`src/rtl/exec_datapath_pkg.sv`:
```
// Shared command, ALU-op, shift and FSM state encodings for exec_datapath.
package exec_datapath_pkg;

  typedef enum logic [1:0] {
    CMD_ALU  = 2'd0,
    CMD_MOVI = 2'd1,
    CMD_LDM  = 2'd2,
    CMD_CMP  = 2'd3
  } cmd_e;

  typedef enum logic [1:0] {
    OP_ADD = 2'd0,
    OP_SUB = 2'd1,
    OP_AND = 2'd2,
    OP_MVN = 2'd3
  } alu_op_e;

  typedef enum logic [1:0] {
    SH_NONE = 2'd0,
    SH_LSL1 = 2'd1,
    SH_LSR1 = 2'd2,
    SH_ASR1 = 2'd3
  } shift_e;

  typedef enum logic [2:0] {
    ST_IDLE = 3'd0,
    ST_RDA  = 3'd1,
    ST_RDB  = 3'd2,
    ST_EXEC = 3'd3,
    ST_WB   = 3'd4
  } state_e;

endpackage

```
`src/rtl/exec_datapath_dp_regfile.sv`:
```
// Register file: one synchronous write port, two async read ports, async clear.
// Optional debug read port when EXEC_DATAPATH_DBG_EN is defined.
module dp_regfile #(
  parameter int DATA_W = 16,
  parameter int NREG   = 8,
  localparam int AW    = $clog2(NREG)
) (
  input  logic              clk,
  input  logic              reset_n,
  input  logic              we_i,
  input  logic [AW-1:0]     waddr_i,
  input  logic [DATA_W-1:0] wdata_i,
  input  logic [AW-1:0]     raddr_a_i,
  input  logic [AW-1:0]     raddr_b_i,
  output logic [DATA_W-1:0] rdata_a_o,
  output logic [DATA_W-1:0] rdata_b_o
`ifdef EXEC_DATAPATH_DBG_EN
  ,
  input  logic [AW-1:0]     dbg_addr_i,
  output logic [DATA_W-1:0] dbg_data_o
`endif
);

  logic [DATA_W-1:0] regs_q [NREG];

  always_ff @(posedge clk or negedge reset_n) begin
    if (!reset_n) begin
      for (int i = 0; i < NREG; i++) regs_q[i] <= {DATA_W{1'b0}};
    end else if (we_i) begin
      regs_q[waddr_i] <= wdata_i;
    end
  end

  assign rdata_a_o = regs_q[raddr_a_i];
  assign rdata_b_o = regs_q[raddr_b_i];
`ifdef EXEC_DATAPATH_DBG_EN
  assign dbg_data_o = regs_q[dbg_addr_i];
`endif

endmodule

```
`src/rtl/exec_datapath.sv`:
```
// Self-sequencing datapath: regfile, A/B/C registers, shifter, ALU and NVZ flags.
// Define EXEC_DATAPATH_DBG_EN to add the dbg_addr/dbg_data register read port.
module exec_datapath
  import exec_datapath_pkg::*;
#(
  parameter int DATA_W  = 16,
  parameter int NREG    = 8,
  parameter int PC_W    = 8,
  localparam int REG_AW = $clog2(NREG)
) (
  input  logic              clk,
  input  logic              reset_n,
  input  logic              start,
  input  logic [1:0]        cmd,
  input  logic [1:0]        alu_op,
  input  logic [1:0]        shift,
  input  logic [REG_AW-1:0] rd,
  input  logic [REG_AW-1:0] rn,
  input  logic [REG_AW-1:0] rm,
  input  logic              asel,
  input  logic              bsel,
  input  logic [DATA_W-1:0] sximm5,
  input  logic [DATA_W-1:0] sximm8,
  input  logic [DATA_W-1:0] mdata,
  input  logic [PC_W-1:0]   pc,
  output logic              busy,
  output logic              done,
  output logic [DATA_W-1:0] c_out,
  output logic              n_flag,
  output logic              v_flag,
  output logic              z_flag
`ifdef EXEC_DATAPATH_DBG_EN
  ,
  input  logic [REG_AW-1:0] dbg_addr,
  output logic [DATA_W-1:0] dbg_data
`endif
);

  state_e            state_q, state_d;
  cmd_e              cmd_q;
  alu_op_e           op_q;
  shift_e            shift_q;
  logic [REG_AW-1:0] rd_q, rn_q, rm_q;
  logic              asel_q, bsel_q;
  logic [DATA_W-1:0] sximm5_q, wbval_q;
  logic [DATA_W-1:0] a_q, b_q, c_q;
  logic              n_q, v_q, z_q, done_q, busy_q;

  logic              accept_s, done_d, we_s;
  logic [DATA_W-1:0] rdata_a_s, rdata_b_s, wdata_s;
  logic [DATA_W-1:0] b_sh_s, opa_s, opb_s, res_s;
  logic              v_s;

  assign accept_s = (state_q == ST_IDLE) && start;
  assign we_s     = (state_q == ST_WB);
  assign wdata_s  = (cmd_q == CMD_ALU) ? c_q : wbval_q;

  dp_regfile #(.DATA_W(DATA_W), .NREG(NREG)) u_regfile (
    .clk       (clk),
    .reset_n   (reset_n),
    .we_i      (we_s),
    .waddr_i   (rd_q),
    .wdata_i   (wdata_s),
    .raddr_a_i (rn_q),
    .raddr_b_i (rm_q),
    .rdata_a_o (rdata_a_s),
    .rdata_b_o (rdata_b_s)
`ifdef EXEC_DATAPATH_DBG_EN
    ,
    .dbg_addr_i(dbg_addr),
    .dbg_data_o(dbg_data)
`endif
  );

  // Sequencing: ALU/CMP read both operands first; MOVI/LDM go straight to writeback.
  always_comb begin
    state_d = state_q;
    case (state_q)
      ST_IDLE: begin
        if (start) begin
          case (cmd_e'(cmd))
            CMD_ALU, CMD_CMP:  state_d = ST_RDA;
            CMD_MOVI, CMD_LDM: state_d = ST_WB;
            default:           state_d = ST_IDLE;
          endcase
        end else begin
          state_d = ST_IDLE;
        end
      end
      ST_RDA:  state_d = ST_RDB;
      ST_RDB:  state_d = ST_EXEC;
      ST_EXEC: state_d = (cmd_q == CMD_CMP) ? ST_IDLE : ST_WB;
      ST_WB:   state_d = ST_IDLE;
      default: state_d = ST_IDLE;
    endcase
  end

  assign done_d = (state_q == ST_WB) || ((state_q == ST_EXEC) && (cmd_q == CMD_CMP));

  always_comb begin
    case (shift_q)
      SH_NONE: b_sh_s = b_q;
      SH_LSL1: b_sh_s = {b_q[DATA_W-2:0], 1'b0};
      SH_LSR1: b_sh_s = {1'b0, b_q[DATA_W-1:1]};
      SH_ASR1: b_sh_s = {b_q[DATA_W-1], b_q[DATA_W-1:1]};
      default: b_sh_s = b_q;
    endcase
  end

  assign opa_s = asel_q ? {DATA_W{1'b0}} : a_q;
  assign opb_s = bsel_q ? sximm5_q : b_sh_s;

  // Overflow only when operand signs make it possible and the result sign flips.
  always_comb begin
    res_s = {DATA_W{1'b0}};
    v_s   = 1'b0;
    case (op_q)
      OP_ADD: begin
        res_s = opa_s + opb_s;
        v_s   = (opa_s[DATA_W-1] == opb_s[DATA_W-1]) && (res_s[DATA_W-1] != opa_s[DATA_W-1]);
      end
      OP_SUB: begin
        res_s = opa_s - opb_s;
        v_s   = (opa_s[DATA_W-1] != opb_s[DATA_W-1]) && (res_s[DATA_W-1] != opa_s[DATA_W-1]);
      end
      OP_AND:  res_s = opa_s & opb_s;
      OP_MVN:  res_s = ~opb_s;
      default: res_s = {DATA_W{1'b0}};
    endcase
  end

  always_ff @(posedge clk or negedge reset_n) begin
    if (!reset_n) begin
      state_q  <= ST_IDLE;
      cmd_q    <= CMD_ALU;
      op_q     <= OP_ADD;
      shift_q  <= SH_NONE;
      rd_q     <= {REG_AW{1'b0}};
      rn_q     <= {REG_AW{1'b0}};
      rm_q     <= {REG_AW{1'b0}};
      asel_q   <= 1'b0;
      bsel_q   <= 1'b0;
      sximm5_q <= {DATA_W{1'b0}};
      wbval_q  <= {DATA_W{1'b0}};
      a_q      <= {DATA_W{1'b0}};
      b_q      <= {DATA_W{1'b0}};
      c_q      <= {DATA_W{1'b0}};
      n_q      <= 1'b0;
      v_q      <= 1'b0;
      z_q      <= 1'b0;
      done_q   <= 1'b0;
      busy_q   <= 1'b0;
    end else begin
      state_q <= state_d;
      busy_q  <= (state_d != ST_IDLE);
      done_q  <= done_d;
      if (accept_s) begin
        cmd_q    <= cmd_e'(cmd);
        op_q     <= alu_op_e'(alu_op);
        shift_q  <= shift_e'(shift);
        rd_q     <= rd;
        rn_q     <= rn;
        rm_q     <= rm;
        asel_q   <= asel;
        bsel_q   <= bsel;
        sximm5_q <= sximm5;
        // MOVI/LDM writeback value is resolved now so later input changes cannot affect it.
        if (cmd_e'(cmd) == CMD_MOVI) wbval_q <= asel ? DATA_W'(pc) : sximm8;
        else                         wbval_q <= mdata;
      end
      if (state_q == ST_RDA) a_q <= rdata_a_s;
      if (state_q == ST_RDB) b_q <= rdata_b_s;
      if (state_q == ST_EXEC) begin
        c_q <= res_s;
        n_q <= res_s[DATA_W-1];
        v_q <= v_s;
        z_q <= (res_s == {DATA_W{1'b0}});
      end
    end
  end

  assign busy   = busy_q;
  assign done   = done_q;
  assign c_out  = c_q;
  assign n_flag = n_q;
  assign v_flag = v_q;
  assign z_flag = z_q;

endmodule

```
`config.mk`:
```
export PLATFORM = sky130hd
export DESIGN_NAME = exec_datapath
export DESIGN_NICKNAME = d
export VERILOG_FILES = /design/src/rtl/exec_datapath_pkg.sv /design/src/rtl/exec_datapath_dp_regfile.sv /design/src/rtl/exec_datapath.sv
export SDC_FILE = /design/constraint.sdc
export NUM_CORES = 1
export LEC_CHECK = 0
export BUFFER_PORTS_ARGS = -buffer_cell sky130_fd_sc_hd__buf_2
export CAP_MARGIN = 15
export CORE_ASPECT_RATIO = 1.4
export CORE_MARGIN = 5
export CORE_UTILIZATION = 40
export CTS_CLUSTER_DIAMETER = 80
export DETAILED_ROUTE_END_ITERATION = 12
export PLACE_DENSITY = 0.6
export SYNTH_ARGS = -nofsm -noshare
export SYNTH_HDL_FRONTEND = slang
export SYNTH_SLANG_ARGS = --single-unit
```
`constraint.sdc`:
```
create_clock -name clk -period 3.15 [get_ports clk]
set_input_delay 0.63 -clock clk [delete_from_list [all_inputs] [get_ports clk]]
set_output_delay 0.63 -clock clk [all_outputs]
set_load 0.01 [all_outputs]
```
==> impl_metrics.ini, run 1 <==
[synthesis]
synth.cell_area_um2 = 13300
syn_inst = 1378
avgSynthCellArea_um2 = 9.66
synth_cell_types = 69
synth-seq-area-share_pct = 43.6
synth_ff_type = dfrtp_1
synth_edf_count = 0
ys_ff_latch = 232
synth_warnings = 0
async_flop_share_pct = 100
synth_nets = 1489

[grt]
grt_pass1_vias = 11200
grtUsageTotal_pct = 22.5
grt_overflow = 0
grt_pass1_wl_um = 64300
grt_max_degree = 78
antenna_found_initial = 2

[routing]
drc = 0
vias = 11100
drt_wl_total_um = 42000
drtIter0Drc = 627
wire_per_inst_um = 20.7
viasPerCell = 5.47
ant_nets = 0
firstDrtPassIters = 7

[worst_hold_path]
hold_class = in2async

[floorplan]
row_count = 79
core_area_um2 = 33100
initial_utilization_pct = 40.2
dieWidth_um = 164
ios = 97
die_height_um = 226
die-area_um2 = 37100

[critical_path]
crit_path_start_kind = flip-flop
required_ns = 3.59
slowest_stage = or3_1
worstSetupPathType = reg2reg
arrival_ns = 3.74
crit_path_max_fanout = 4
cp_common_cell = o2111a_1
crit_chain = buf_4 -> or3b_4 -> a21oi_4 -> ha_4 -> fa_2 -> nor2_4 -> o311ai_2 -> a21oi_1 -> and4_1 -> or3_1 -> o2111a_1 -> o2111a_1 -> nand4_1 -> nand2_1
cp-end-kind = flip-flop
crit_family = simple AND/OR/NAND/NOR gates
worst-path-buf-inv = 1
cp_slowest_stage_delay_ns = 0.40

[clock_tree]
cts_sinks = 232
clk_pin_slew_ns = 0.06
numCtsBuffers = 25
clk_latency_ns = 0.55
cts_tree = built
cts_max_path_buffers = 3
root_buffer = clkbuf_16
htreeDepth = 1
ctsHoldBuffers = 0

[final_layout]
final_nets = 1676
syn_to_final_growth_pct = 26.6
fillers = 3052
stdcell_count = 2030
drive_gt1_share_pct = 30.3
seq_area_um2 = 5810
multi_input_area_um2 = 7660

[sta]
slew_headroom_pct = 35.2
setup_viol = 5
rsz0062_at_grt = yes
worstMarginPinSlew_ns = 0.945
drv_slew = 0
hold_viol_final = 0
fin_crit_sh_pct = 105
clock_skew_ns = 0.0204
fin_ws_ns = -0.153
fmax_ghz = 0.303
fin_crit_ns = 3.30

[placed_design]
port_buffers = 96
place_congestion = 0.899
post-dp-hpwl_um = 30500
dp_cells = 1960

[status]
violations = negative setup slack
status = finished, violations left

[job]
maxCapViolCount = 0
==> metrics by stage <==
stage	worst slack, ns	hold WS [ns]	instance area [µm²]	utilization [%]	setup TNS [ns]
after global placement	-0.407	0.462	15100	45.6	-1.80
after global routing	-0.278	0.0834	16900	50.9	-1.26
after CTS	-0.0927	0.0700	16400	49.4	-0.305
after floorplan	0.00717	0.334	13300	-	0
after detailed placement	-0.424	0.469	15100	45.6	-1.98
final	-0.153	0.0603	16900	50.9	-0.280
==> repair_timing <==
item                       4_1_cts  5_1_grt
buffers inserted                12       12
pin swaps                       27       37
hold endpoints to repair         0        0
cloned                           0        1
gates resized for setup         61       84
setup endpoints to repair       11       13
==> synth_stat cells (4+ instances only) <==
master	instances	area, µm²
inv_1	35	131
a21oi_1	105	526
a21o_1	9	67.6
clkbuf_1	72	270
o31ai_1	4	30.0
nand3b_1	5	37.5
mux2_2	8	90.1
a22oi_1	4	30.0
dfrtp_1	232	5810
o2111ai_1	4	35.0
mux4_2	64	1440
o21ai_0	144	721
a211o_1	6	52.6
ha_1	33	413
o211ai_1	6	45.0
a31oi_1	6	37.5
nor3_1	9	45.0
a221o_1	4	40.0
nor3b_1	9	67.6
nor2b_1	41	257
buf_2	19	95.1
o21ai_1	12	60.1
mux2i_1	78	781
nand2b_1	10	62.6
o21a_1	4	30.0
nand3_1	7	35.0
xnor2_1	11	96.3
nor2_1	105	394
nand2_1	260	976
==> cell type report <==
cell class / instances / area share [%]
Clock inverter: 7 / 0.468
Tap cell: 445 / 3.30
Timing Repair Buffer: 258 / 11.0
Multi-Input combinational cell: 1012 / 45.5
Inverter: 36 / 0.802
Sequential cell: 232 / 34.5
Clock buffer: 38 / 4.48
Antenna cell: 2 / 0.0297
==> path summary, 6_finish.rpt <==
check | from | to | slack, ns | depth (start not counted)
worst min register to register | wbval_q[1] | wbval_q[1] | 0.49 | 2
worst max register to register | shift_q[0] | z_flag | -0.15 | 14
worst max-delay path | shift_q[0] | z_flag | -0.15 | 14
worst min-delay path | reset_n | sximm5_q[5] | 0.06 | 1
max in group asynchronous | reset_n | u_regfile.regs_q[78] | 2.26 | 2
min in group clk | sximm5[5] | sximm5_q[5] | 0.27 | 3
==> routing by layer <==
metal / part of all wire [%] / up-vias / GRT usage (%)
met1: 38 / 5516 / 26.5
met2: 54 / 257 / 41.7
met3: 3.3 / 99 / 2.30
met4: 4.3 / 0 / 8.83
li1: - / 5227 / -
met5: 0 / - / 0
==> sequential cells by signal (all words and copies together), names as in the netlist, 2 cells and up <==
register / flops
u_regfile.regs_q: 128
a_q: 16
b_q: 16
c_out: 16
sximm5_q: 16
wbval_q: 16
rd_q: 3
rm_q: 3
rn_q: 3
state_q: 3
cmd_q: 2
op_q: 2
shift_q: 2
==> kinds of logic (layout without fill, tap and decap cells) <==
kind of cell	count (synthesis)	after routing	share of synthesized area, %
muxes	150	150	17.4
AOI/OAI and AO/OA	345	345	15.3
DFF	232	232	43.6
adders and majority gates	35	35	3.40
other	0	2	0
and+or+nand+nor	468	468	15.3
buffers and inverters	134	339	4.10
xor gates and xnor gates	14	14	0.921
==> worst register-to-register path, delay by kind of cell (launching register included) <==
kind,cells,cell delay (ns)
buf+inv,1,0.15
flops,1,0.39
fa+ha+maj,2,0.44
simple gates,6,1.23
compound gates,5,0.97
==> cells in the final DEF (no fill, tap or decap), drive strengths merged, types with 4 or more instances in the layout <==
master   count
o311ai       4
ha          33
clkbuf      39
o211ai       6
nand3b       5
a211o        6
a22oi        4
nor2b       41
a21oi      106
mux4        64
nor3         9
nor2       105
o2111ai      4
buf        257
nand2      260
mux2i       78
a21o         9
a31oi        7
o21a         4
xnor2       11
o31ai        4
mux2         8
dfrtp      232
a211oi       6
nor3b        9
o21ai      156
inv         38
or2          4
nand3        7
a221o        4
nand2b      10
Power of run 1 is left out: the tool's default activity adds up to more than one toggle a clock period on the data nets, which glitch-free logic cannot reach.
==> run 2, diff against run 1 <==
--- a/config.mk
+++ b/config.mk
@@ -12,7 +12,7 @@
 export CORE_UTILIZATION = 40
 export CTS_CLUSTER_DIAMETER = 80
 export DETAILED_ROUTE_END_ITERATION = 12
-export PLACE_DENSITY = 0.6
+export PLACE_DENSITY = 0.58
 export SYNTH_ARGS = -nofsm -noshare
 export SYNTH_HDL_FRONTEND = slang
 export SYNTH_SLANG_ARGS = --single-unit
==> constraint.sdc (replaced) <==
create_clock -name clk -period 3.5 [get_ports clk]
set_input_delay 0.7 -clock clk [delete_from_list [all_inputs] [get_ports clk]]
set_output_delay 0.7 -clock clk [all_outputs]
set_load 0.01 [all_outputs]
==> impl_metrics.ini, run 2 (synthesis gave the netlist of run 1 again) <==
[floorplan]
ios = 97
dieWidth_um = 164
row_count = 79
die_height_um = 226
initial_utilization_pct = 40.2
core_area_um2 = 33100
die-area_um2 = 37100

[critical_path]
arrival_ns = 3.81
cp_num_cells = 15
worstSetupPathType = reg2reg
rr_endpoint = z_flag
cp-end-kind = flip-flop
ff2ff_setup_slack_ns = 0.13
crit_family = simple AND/OR/NAND/NOR gates
worst-path-buf-inv = 2
crit_path_max_fanout = 7
crit_path_start_kind = flip-flop
r2r-start = shift_q[0]
cp_slowest_stage_delay_ns = 0.42
crit_chain = buf_6 -> or3b_1 -> a21oi_2 -> ha_2 -> fa_2 -> nand2b_4 -> a211oi_4 -> buf_4 -> o21a_1 -> o221ai_1 -> or3_1 -> and4bb_1 -> o2111a_1 -> nand4_1 -> nand2_1
slowest_stage = dfrtp_1
required_ns = 3.94
reg2regPathDepth = 15

[routing]
drc = 0
wl_met3_um = 1270
firstDrtPassIters = 5
top_layer_used = met4
vias = 10600
viasPerCell = 5.43
wl_met2_um = 22000
drt_wl_total_um = 41200
drtIter0Drc = 659
ant_nets = 0
wire_per_inst_um = 21.1
m1WireLength_um = 15600

[placed_design]
dp_cells = 1902
port_buffers = 96
post-dp-hpwl_um = 30600
place_congestion = 0.919

[sta]
setup_viol = 0
drv_slew = 0
timing.hold.ws_ns = 0.214
rsz0062_at_grt = yes
fin_crit_sh_pct = 96.4
hold_viol_final = 0
fin_crit_ns = 3.37
slew_headroom_pct = 30.0
fmax_ghz = 0.296
worstMarginPinSlew_ns = 1.02
clock_skew_ns = 0.0280

[clock_tree]
numCtsBuffers = 24
clk_latency_ns = 0.55
cts_max_path_buffers = 3
ctsHoldBuffers = 0
root_buffer = clkbuf_16
htreeDepth = 1
clk_pin_slew_ns = 0.07
cts_tree = built
cts_sinks = 232

[final_layout]
mostFrequentLayoutCell = nand2_1
drive_gt1_share_pct = 22.5
largest_register_ffs = 128
fillers = 3141
final_nets = 1598
layout_common_cells = 260 x nand2_1, 229 x dfrtp_1, 144 x o21ai_0
syn_to_final_growth_pct = 17.7
top_register = u_regfile.regs_q
seq_area_um2 = 5810
num_antenna_cells = 0
stdcell_count = 1949
multi_input_area_um2 = 7110

[grt]
antenna_found_initial = 0
grt_max_degree = 102
grt_overflow = 0
grtUsageTotal_pct = 22.3
grt_pass1_wl_um = 62900
grt_pass1_vias = 10900

[worst_hold_path]
hold_class = in2async

[pwr]
p_leak_nw = 7.12
ir_drop_uv = 428
cellPowerDensity_nw_per_um2 = 1220

[status]
status = completed

[job]
maxCapViolCount = 0
-- run 2: worst max path at each step --
stage               slack [ns]        from  endpoint
floorplan                 0.33  shift_q[0]    z_flag
global placement          0.04  shift_q[1]    z_flag
detailed placement        0.02  shift_q[0]    z_flag
CTS                       0.02  shift_q[0]    z_flag
global route             -0.06  shift_q[0]    z_flag
finish                    0.13  shift_q[0]    z_flag
-- run 2: cell type report --
class / count / area share [%]
timing repair buffer: 181 / 7.67
sequential: 232 / 37.1
multi-input combinational: 1012 / 45.4
tap: 445 / 3.55
clock inverter: 15 / 1.33
inverter: 36 / 0.862
clock buffer: 28 / 4.13
-- run 2: worst register-to-register path, delay by kind of cell, from the launching register on --
kind / cells / cell delay, ns
adders and majority gates: 2 / 0.50
AOI/OAI and AO/OA: 5 / 0.86
buffers and inverters: 2 / 0.32
DFF: 1 / 0.42
and+or+nand+nor: 6 / 1.19
-- run 2: per-layer routing --
metal	up-vias	GRT usage, %
met5	-	0
met4	0	11.2
met3	97	2.32
met2	217	41.3
met1	5177	25.2
li1	5083	-
-- run 2: per-stage QoR --
| stage | worst slack, ns | instance area, µm² | TNS (ns) | power, mW | utilization [%] |
|---|---|---|---|---|---|
| CTS | 0.0224 | 15500 | 0 | 18.8 | 46.8 |
| floorplan | 0.327 | 13300 | 0 | 11.9 | - |
| detailed placement | 0.0150 | 14600 | 0 | 16.0 | 44.2 |
| finish | 0.127 | 15700 | 0 | 19.2 | 47.3 |
| global route | -0.0614 | 15700 | -0.0666 | 20.5 | 47.3 |
| global placement | 0.0412 | 14600 | 0 | 15.8 | 44.2 |
-- run 2: where the power goes --
| group | switching, mW | total (mW) | internal, mW |
|---|---|---|---|
| combinational | 6.43 | 11.4 | 5.01 |
| sequential | 1.09 | 4.93 | 3.85 |
| clock | 1.12 | 2.82 | 1.69 |
-- run 2: timing repair --
action	4_1_cts	5_1_grt
hold endpoints to repair	0	0
gates resized for setup	0	34
endpoints found under the setup margin	0	8
buffers inserted	0	4
No activity file was read; power rests on OpenSTA's default activity.
